==> src/rtl/vasm_pkg.sv <==
// vasm_pkg: VASM opcode encoding shared by the decoder, the trace unit and the opcode encoder.
package vasm_pkg;
    localparam int INSTR_W     = 32;
    localparam int NUM_OPCODES = 20;

    typedef enum logic [4:0] {
        NOP   = 5'd0,
        JXX   = 5'd1,
        ADD   = 5'd2,
        SUB   = 5'd3,
        CMP   = 5'd4,
        AND   = 5'd5,
        OR    = 5'd6,
        XOR   = 5'd7,
        NOT   = 5'd8,
        NEG   = 5'd9,
        SHL   = 5'd10,
        SHR   = 5'd11,
        ST    = 5'd12,
        LD    = 5'd13,
        MOV   = 5'd14,
        HLT   = 5'd15,
        LDUMP = 5'd16,
        SDUMP = 5'd17,
        FREE  = 5'd18,
        SPAWN = 5'd19
    } opcode_t;
endpackage

==> src/rtl/onehot_enc.sv <==
// onehot_enc: one-hot instruction strobe vector to VASM opcode; anything not exactly
// one bit within NOP..SPAWN is reported illegal and encoded as NOP.
module onehot_enc
    import vasm_pkg::*;
(
    input  logic [INSTR_W-1:0] instr,
    output opcode_t            opcode,
    output logic               illegal
);
    always_comb begin
        opcode  = NOP;
        illegal = 1'b1;
        for (int i = 0; i < NUM_OPCODES; i++) begin
            if (instr == (INSTR_W'(1) << i)) begin
                opcode  = opcode_t'(5'(i));
                illegal = 1'b0;
            end
        end
    end
endmodule

==> src/rtl/opcode_encoder.sv <==
// opcode_encoder: encodes one-hot instruction strobes into VASM opcodes, queued in a
// small FIFO with valid/ready on both sides and a saturating malformed-word counter.
module opcode_encoder
    import vasm_pkg::*;
#(
    parameter int DEPTH = 4,
    parameter int ERR_W = 8
) (
    input  logic               clk,
    input  logic               rst_n,
    input  logic               flush,
    input  logic               in_valid,
    output logic               in_ready,
    input  logic [INSTR_W-1:0] instr,
    output logic               out_valid,
    input  logic               out_ready,
    output logic [4:0]         opcode,
    output logic               out_illegal,
    output logic [ERR_W-1:0]   err_cnt
);
    localparam int AW = $clog2(DEPTH);
    localparam logic [AW:0] FULL = (AW+1)'(DEPTH);

    opcode_t         enc_op;
    logic            enc_ill;
    logic [AW-1:0]   wr_ptr, rd_ptr;
    logic [AW:0]     count;
    opcode_t         mem_op [DEPTH];
    logic            mem_ill [DEPTH];
    logic            accept, push, pop;

    onehot_enc u_enc (
        .instr   (instr),
        .opcode  (enc_op),
        .illegal (enc_ill)
    );

    assign in_ready    = count != FULL;
    assign out_valid   = count != '0;
    assign accept      = in_valid && in_ready;
    assign push        = accept && !flush;
    assign pop         = out_valid && out_ready && !flush;
    assign opcode      = out_valid ? mem_op[rd_ptr] : 5'd0;
    assign out_illegal = out_valid && mem_ill[rd_ptr];

    always_ff @(posedge clk or negedge rst_n) begin
        if (!rst_n) begin
            wr_ptr <= '0;
            rd_ptr <= '0;
            count  <= '0;
        end else if (flush) begin
            wr_ptr <= '0;
            rd_ptr <= '0;
            count  <= '0;
        end else begin
            if (push) wr_ptr <= wr_ptr + 1'b1;
            if (pop)  rd_ptr <= rd_ptr + 1'b1;
            count <= count + (AW+1)'(push) - (AW+1)'(pop);
        end
    end

    // illegal words accepted during a flush cycle still count
    always_ff @(posedge clk or negedge rst_n) begin
        if (!rst_n) err_cnt <= '0;
        else if (accept && enc_ill && err_cnt != '1) err_cnt <= err_cnt + 1'b1;
    end

    always_ff @(posedge clk) begin
        if (push) begin
            mem_op[wr_ptr]  <= enc_op;
            mem_ill[wr_ptr] <= enc_ill;
        end
    end
endmodule

==> config.mk <==
export PLATFORM = sky130hd
export DESIGN_NAME = opcode_encoder
export DESIGN_NICKNAME = d
export VERILOG_FILES = /design/src/rtl/vasm_pkg.sv /design/src/rtl/onehot_enc.sv /design/src/rtl/opcode_encoder.sv
export SDC_FILE = /design/constraint.sdc
export NUM_CORES = 1
export LEC_CHECK = 0
export BUFFER_PORTS_ARGS = -buffer_cell sky130_fd_sc_hd__buf_4
export CORE_MARGIN = 8
export CORE_UTILIZATION = 54
export CTS_CLUSTER_DIAMETER = 120
export DETAILED_ROUTE_END_ITERATION = 8
export PLACE_DENSITY_LB_ADDON = 0.3
export SYNTH_ARGS = -nofsm -noshare
export SYNTH_HDL_FRONTEND = slang
export SYNTH_SLANG_ARGS = --single-unit
==> constraint.sdc <==
create_clock -name clk -period 3.1 [get_ports clk]
set_clock_uncertainty 0.05 [all_clocks]
set_input_delay 0.62 -clock clk [delete_from_list [all_inputs] [get_ports clk]]
set_output_delay 0.62 -clock clk [all_outputs]
set_load 0.005 [all_outputs]
==> flow_summary.toml, run 1 <==
[synth]
synth.area.mux_share = 0.0634
synth_cell_types = 42
synth_top_area_cell = "edfxtp_1"
synth.top_cell.area_share = 0.304
postSynthCellCount = 222
synthAdderAreaFrac = 0.0455
yosysWarnings = 0
synth_common_cells = "25 x nor2_1, 24 x edfxtp_1, 18 x nand2_1, 15 x dfrtp_1, 11 x xor2_1"
ys_seq_elements = 39
synth_xor_area_frac = 0.0703
synth_top_family_by_area = "simple AND/OR/NAND/NOR gates"
synthFlopType = "edfxtp_1"
synth_compound_area_frac = 0.0809
yosysMostFrequentCell = "nor2_1"
synth.top_cells.by_area = "edfxtp_1 30%, dfrtp_1 16%, mux4_2 5.7%, xor2_1 4.1%, nor2_1 4.0%"
synthArstFlopShare = 0.385
ys_seq_area_frac = 0.463
yosys.area_share.simple = 0.245
synth_edf_count = 24
avgSynthCellArea_um2 = 10.7
synth.net_count = 267
syn_area_mm2 = 0.00237

[timing]
maxClockFrequency_mhz = 391
hold_viol = 0
tns_ps = 0
worst_slack_ps = 544
fin_crit_sh = 0.825
setup_violations = 0
rsz0062_at_grt = "false"
final_max_slew_viol_count = 0
tightest_slew_ps = 584
fin_crit_ps = 2560
slew_headroom = 0.607

[finish]
final_cell_area_mm2 = 0.00287
antenna_cells = 0
fillers = 339
final_layout_size_suffix_gt1_frac = 0.278
multi_input_area_mm2 = 0.00119
final_nets = 317
regArea_mm2 = 0.00110
syn2layout_area_growth_pct = 21.3

[global_routing]
antenna_found_initial = 0
grt_pass1_vias = 1742
grt_use_total = 0.145
grt_max_degree = 16
overflow = 0
grt_pass1_wl_um = 7720

[power_and_ir_drop]
pwr-share-seq = 0.443
power.net_switching_mw = 0.517
power.internal_mw = 1.13
pwr-share-comb = 0.349
p_leak_nw = 1.14
pwr-share-clk = 0.208
p_sw_frac = 0.315
ir_drop_mv = 0.276
powerDensity_mw_per_mm2 = 573

[status]
status = "complete, no violations"

[floorplan]
initial_core_util = 0.551
die_h_um = 82.2
fp.coreArea_mm2 = 0.00429
die_area_mm2 = 0.00676
die_w_um = 82.2
ios = 53
fp-row-count = 24

[route]
dr_total_vias = 1816
drt_iter0_drc = 120
dr.pass1.iters = 4
vias_per_cell = 5.59
drc = 0
routedWlPerCell_um = 14.2
drt_wl_total_um = 4600
antenna_left = 0

[setup_path]
path_class = "primary input to flop"
cp-end-kind = "flop"
cp_num_buf_inv = 1
r2r_cells = 9
crit_start = "instr[13]"
crit_chain = "buf_4 -> nor4_2 -> nand2_1 -> nor3_1 -> a211oi_1 -> a221oi_1 -> a21oi_1 -> nor4_1"
r2r_end = "count[2]"
cp_max_fo = 7
r2r-start = "count[1]"
cp_top_family = "simple AND/OR/NAND/NOR gates"
crit_slowest_cell = "nor4_1"
cp.depth = 8
start_kind = "primary input"
arrival_ps = 2510
crit_end = "mem_op[2][0]"
max_stage_delay_ps = 450
crit_required_ps = 3060
reg2reg_slack_ps = 750

[place]
gp_congestion = 0.789
dp_slack_ps = 293
port_buffers = 52
placed_cell_area_mm2 = 0.00278
dp_hpwl_um = 3640

[clock_network]
cts_resized = 0
clkSlewWorstSetupHoldPaths_ps = 80
worstSkewPairLatency_ps = 290
clkSinkCount = 39
cts_tree = "yes"
postCtsSetupBuffers = 0
hold_buffers = 0
numCtsBuffers = 5
htreeDepth = 2
cts_root_buf = "clkbuf_8"
cts_buffer_depth = 2

[flow_run]
max-cap-violations = 0

[worst_hold_path]
hold_path_class = "primary input to asynchronous set/reset pin"
[area by class of cell]
| type | count | area share |
|---|---|---|
| Tap cell | 52 | 0.0227 |
| Sequential cell | 39 | 0.382 |
| Multi-Input combinational cell | 165 | 0.416 |
| Timing Repair Buffer | 52 | 0.136 |
| Clock inverter | 3 | 0.00784 |
| Inverter | 9 | 0.0118 |
| Clock buffer | 5 | 0.0240 |
[flip-flops by register name, summed over array words and instances, names as in the netlist]
signal   flops
err_cnt      8
rd_ptr       2
count        3
wr_ptr       2
mem_op      20
mem_ill      4
[metal layers]
metal,vias to the layer above,GRT usage,share of wire
met5,-,0,0
met1,842,0.182,0.45
li1,913,-,-
met3,2,0.0400,0.076
met2,59,0.236,0.47
met4,0,0.0474,0.0054
[worst min path at each step]
stage,from,endpoint,slack (ps),cells after the start
2_1_floorplan,rst_n,count[0],270,0
3_3_place_gp,rst_n,count[1],430,1
3_5_place_dp,rst_n,count[2],440,1
4_1_cts,rst_n,err_cnt[5],120,1
5_1_grt,rst_n,wr_ptr[1],120,1
6_report,rst_n,wr_ptr[1],120,1
[metrics by stage]
stage | instances | util | power [mW] | hold WS, ps
floorplan | 222 | - | 1.06 | 274
global placement | 317 | 0.647 | 1.31 | 435
detailed placement | 317 | 0.647 | 1.32 | 437
CTS | 325 | 0.669 | 1.67 | 117
global route | 325 | 0.669 | 1.77 | 119
finish | 325 | 0.669 | 1.64 | 120
[layout by cell type (no fill, tap or decap), types with 3 or more instances in the layout]
cell / netlist / routed
nor4_2: 5 / 5
xnor2_1: 8 / 8
ha_1: 7 / 7
a21oi_1: 5 / 5
inv_1: 9 / 9
nor2b_1: 4 / 4
nor4b_1: 5 / 5
nand2_1: 18 / 18
buf_4: 0 / 52
nor4_1: 7 / 7
nor2_1: 25 / 25
xor2_1: 11 / 11
clkbuf_8: 0 / 5
dfrtp_1: 15 / 15
mux4_2: 6 / 6
or3_1: 3 / 3
o21ai_0: 10 / 10
and2_1: 10 / 10
nand3_1: 9 / 9
nor3_1: 9 / 9
edfxtp_1: 24 / 24
[kinds of logic after synthesis]
group | count (synthesis)
buffers and inverters | 18
muxes | 7
xor gates and xnor gates | 19
and+or+nand+nor | 103
AOI/OAI and AO/OA | 28
DFF | 39
adders and majority gates | 8
[power groups by stage]
stage	registers, mW	logic [mW]	clock network, mW
2_1_floorplan	0.705	0.357	0
3_3_place_gp	0.738	0.574	0
3_5_place_dp	0.741	0.580	0
4_1_cts	0.731	0.586	0.350
5_1_grt	0.749	0.650	0.373
6_report	0.729	0.574	0.342
(Power assumes the default switching activity.)
==> run 2: changes to the inputs <==
clock period = 2.39 ns   (was 3.1 ns; I/O delays follow)
==> run 2 against run 1 <==
  * Count of clock-buffer cells in the layout increased by 2
  * Cell count rose by 3.7%
  * Global-route usage grew 1.3 points
  * Sequential share of layout area decreased by 1.2 points
  * Largest cell class unchanged
==> flow_summary.toml, run 2 (same netlist as run 1, synthesis figures left out) <==
[finish]
final_layout_size_suffix_gt1_frac = 0.309
fin_util = 0.691
fillers = 340
layout_common_cells = "63 x buf_4, 24 x nor2_1, 24 x edfxtp_1, 17 x nand2_1, 14 x dfrtp_1"
top_register = "mem_op"
multi_input_area_mm2 = 0.00120
regArea_mm2 = 0.00110
final_nets = 329
largest_reg_flops = 20
final_common_cell = "buf_4"
reg_top3 = "mem_op x20, err_cnt x8, mem_ill x4"
syn2layout_area_growth_pct = 25.3
antenna_cells = 0

[setup_path]
crit_slowest_cell = "dfrtp_1"
start_kind = "flop"
crit_chain = "or3_1 -> nand2_1 -> nor2_1 -> ha_1 -> inv_1 -> ha_1 -> fa_1 -> xnor2_1 -> nor2_1"
cp_max_fo = 4
cp_num_buf_inv = 1
cp-end-kind = "flop"
arrival_ps = 2360
max_stage_delay_ps = 420
path_class = "flop to flop"
crit_required_ps = 2520
cp_top_family = "adder cells"

[route]
wl_met3_um = 343
dr_total_vias = 1861
antenna_left = 0
routedWlPerCell_um = 15.1
drt_wl_total_um = 5070
vias_per_cell = 5.52
wl_met1_um = 2120
highest-signal-layer = "met4"
dr.pass1.iters = 4
drc = 0
met2_length_um = 2520
drt_iter0_drc = 59

[global_routing]
grt_max_degree = 16
antenna_found_initial = 0
grt_pass1_wl_um = 8360
overflow = 0
grt_use_total = 0.159
grt_pass1_vias = 1920

[power_and_ir_drop]
ir_drop_mv = 0.346
powerDensity_mw_per_mm2 = 727
p_leak_nw = 1.19
p_sw_frac = 0.311
pwr-share-clk = 0.194
pwr-share-seq = 0.439
power.net_switching_mw = 0.670
power.total_mw = 2.15
pwr-share-comb = 0.367
power.internal_mw = 1.48

[timing]
fin_crit_ps = 2230
tns_ps = 0
tightest_slew_ps = 401
hold_viol = 0
slew_headroom = 0.730
final_max_slew_viol_count = 0
setup_violations = 0
fin_crit_sh = 0.932
rsz0062_at_grt = "false"
maxClockFrequency_mhz = 449

[clock_network]
worstSkewPairLatency_ps = 290
numCtsBuffers = 5
cts_buffer_depth = 2
clkSlewWorstSetupHoldPaths_ps = 70
htreeDepth = 2
cts_root_buf = "clkbuf_8"
cts_tree = "yes"
clkSinkCount = 39

[floorplan]
die_w_um = 82.2
ios = 53
initial_core_util = 0.551
fp.coreArea_mm2 = 0.00429
die_area_mm2 = 0.00676
die_h_um = 82.2
fp-row-count = 24

[place]
dp_hpwl_um = 4010
gp_congestion = 0.798
port_buffers = 52

[worst_hold_path]
hold_path_class = "primary input to flop"

[status]
status = "complete, no violations"

[flow_run]
max-cap-violations = 0
## run 2: worst register-to-register path: stages, from the launching register on
cell,delay [ps]
dfrtp_1,420
or3_1,400
nand2_1,110
nor2_1,50
ha_1,270
inv_1,40
ha_1,180
fa_1,380
xnor2_1,170
nor2_1,50
## run 2: path summary, 6_finish.rpt
| kind | startpoint | endpoint | slack, ps | cells past startpoint |
|---|---|---|---|---|
| min reg2reg | err_cnt[5] | err_cnt[5] | 450 | 1 |
| max reg2reg | count[1] | count[2] | 160 | 9 |
| max | count[1] | count[2] | 160 | 9 |
| max in group asynchronous | rst_n | rd_ptr[0] | 1580 | 2 |
| min in group asynchronous | rst_n | rd_ptr[0] | 520 | 2 |
| min | flush | count[2] | 390 | 2 |
## run 2: repair_timing
action / 4_1_cts / 5_1_grt
hold endpoints to repair: 15 / 0
buffers inserted: 0 / 0
setup endpoints to repair: 0 / 8
gates resized for setup: 0 / 4
hold buffers: 1 / 0
## run 2: power by group through the flow
stage / registers [mW] / logic (mW) / clock network (mW)
floorplan: 0.914 / 0.463 / 0
global placement: 0.958 / 0.765 / 0
detailed placement: 0.963 / 0.794 / 0
CTS: 0.950 / 0.803 / 0.436
global route: 0.971 / 0.894 / 0.465
finish: 0.946 / 0.790 / 0.419
## run 2: layout make-up
cell class,count,share of cell area
multi-input combinational,165,0.406
sequential,39,0.370
timing repair buffer,64,0.163
clock buffer,7,0.0257
tap,52,0.0219
inverter,9,0.0114
clock inverter,1,0.00169
## run 2: metrics by stage
step	hold slack, ps	cells	setup slack [ps]	cell area, µm²
3_3_place_gp	291	328	59.7	2860
3_5_place_dp	292	328	-20.8	2860
2_1_floorplan	132	222	72.4	2370
4_1_cts	362	337	27.5	2950
5_1_grt	384	337	29.5	2970
6_report	386	337	164	2970
## run 2: layer usage
layer / GRT usage / vias to the layer above
met5: 0 / -
met4: 0.0632 / 0
met3: 0.0498 / 8
li1: - / 930
met2: 0.276 / 51
met1: 0.176 / 872
==> run 3: changes to the inputs <==
CAP_MARGIN = 40   (was not set)
CORE_MARGIN = 3   (was 8)
==> run 3 against run 2 <==
  * Die area decreased by 23%
  * Utilization is 3.5 points higher
  * Design area is 0.72% higher
  * Flip-flop and latch count did not move
  * Sequential share of layout area is 0.26 points lower
  * Hold slack worse by 3.0 ps
  * Clock power increased by 19%
  * Maximum frequency is 0.15% lower
  * Setup slack got worse by 3.4 ps
  * Combinational power is 0.8% lower
  * First-iteration DRC count is 14% higher
  * Cell count shrank 0.59%
  * Critical path type unchanged
  * Critical endpoint unchanged
  * Largest power group unchanged
==> flow_summary.toml, run 3 (same netlist as run 1, synthesis figures left out) <==
[finish]
final_common_cell = "buf_4"
syn2layout_area_growth_pct = 26.2
largest_reg_flops = 20
final_layout_size_suffix_gt1_frac = 0.312
reg_top3 = "mem_op x20, err_cnt x8, mem_ill x4"
final_nets = 329
antenna_cells = 0
top_register = "mem_op"
layout_common_cells = "63 x buf_4, 24 x nor2_1, 24 x edfxtp_1, 18 x nand2_1, 14 x dfrtp_1"

[power_and_ir_drop]
power.total_mw = 2.23
powerDensity_mw_per_mm2 = 747
p_leak_nw = 1.21
ir_drop_mv = 0.352

[place]
dp_hpwl_um = 3780
port_buffers = 52
gp_congestion = 0.816

[global_routing]
overflow = 0
grt_use_total = 0.199
grt_pass1_vias = 1873
grt_pass1_wl_um = 8160
grt_max_degree = 16
antenna_found_initial = 0

[setup_path]
crit_required_ps = 2520
cp-end-kind = "flop"
path_class = "flop to flop"
arrival_ps = 2360
start_kind = "flop"
cp_max_fo = 4

[timing]
rsz0062_at_grt = "false"
timing.hold.ws_ps = 383
tightest_slew_ps = 463
setup_violations = 0
fin_crit_ps = 2230
final_max_slew_viol_count = 0
hold_viol = 0
fin_crit_sh = 0.933
maxClockFrequency_mhz = 448
slew_headroom = 0.688

[route]
vias_per_cell = 5.60
wl_met1_um = 1980
wl_met3_um = 211
routedWlPerCell_um = 14.0
antenna_left = 0
met2_length_um = 2430
highest-signal-layer = "met4"
dr_total_vias = 1877
drt_wl_total_um = 4700
dr.pass1.iters = 4
drc = 0
drt_iter0_drc = 67

[floorplan]
fp.coreArea_mm2 = 0.00412
ios = 53
die_area_mm2 = 0.00521
initial_core_util = 0.575
die_h_um = 72.2
die_w_um = 72.2
fp-row-count = 23

[clock_network]
cts_buffer_depth = 2
worstSkewPairLatency_ps = 290
numCtsBuffers = 5
cts_tree = "yes"
clkSlewWorstSetupHoldPaths_ps = 80
clkSinkCount = 39
htreeDepth = 2
cts_root_buf = "clkbuf_8"

[flow_run]
max-cap-violations = 0

[worst_hold_path]
hold_path_class = "primary input to flop"

[status]
status = "complete, no violations"
[run 3: final cells by class]
class / instances / area (µm²)
flip-flops and latches: 39 / 1100
clock buffers: 6 / 93.8
repair buffers: 64 / 483
fillers: 328 / 1130
inverters: 9 / 33.8
multi-input cells: 165 / 1200
clock inverters: 2 / 13.8
well taps: 50 / 62.6
[run 3: per-stage QoR]
step	area [µm²]	instances	utilization	setup TNS (ps)	setup WS, ps
finish	2990	335	0.726	0	160
global route	2990	335	0.726	0	8.05
CTS	2980	335	0.724	0	47.9
detailed placement	2860	326	0.695	-29.2	-7.32
global placement	2860	326	0.695	0	65.4
floorplan	2370	222	-	0	72.4
[run 3: repair_timing]
action                                 in CTS  in global routing
endpoints found under the hold margin      15                  0
hold buffers                                1                  0
resized for setup                           0                  3
setup endpoints to repair                   0                  8
buffers inserted                            0                  0
[run 3: final timing paths]
check | end | slack (ps) | cells after the start | from
min | wr_ptr[0] | 380 | 2 | flush
min reg2reg | err_cnt[7] | 460 | 1 | err_cnt[7]
max in group asynchronous | rd_ptr[0] | 1590 | 2 | rst_n
max | count[2] | 160 | 9 | count[1]
max reg2reg | count[2] | 160 | 9 | count[1]
min in group asynchronous | err_cnt[5] | 520 | 2 | rst_n
[run 3: worst max-delay path: stages (launching register included)]
cell and delay [ps]:
dfrtp_1 420, or3_1 410, nand2_1 130, nor2_1 50, ha_1 270, inv_1 30
ha_1 180, fa_1 370, xnor2_1 160, nor2_1 50
[run 3: report_power, final]
| part | leakage (nW) | internal, mW | switching [mW] |
|---|---|---|---|
| registers | 0.429 | 0.822 | 0.126 |
| logic | 0.720 | 0.455 | 0.329 |
| clock network | 0.0563 | 0.269 | 0.230 |
| total | 1.21 | 1.55 | 0.685 |
[run 3: layer usage]
metal	vias up	global-route usage
met4	0	0.0689
met5	-	0
met2	48	0.347
met1	894	0.244
met3	6	0.0429
li1	929	-
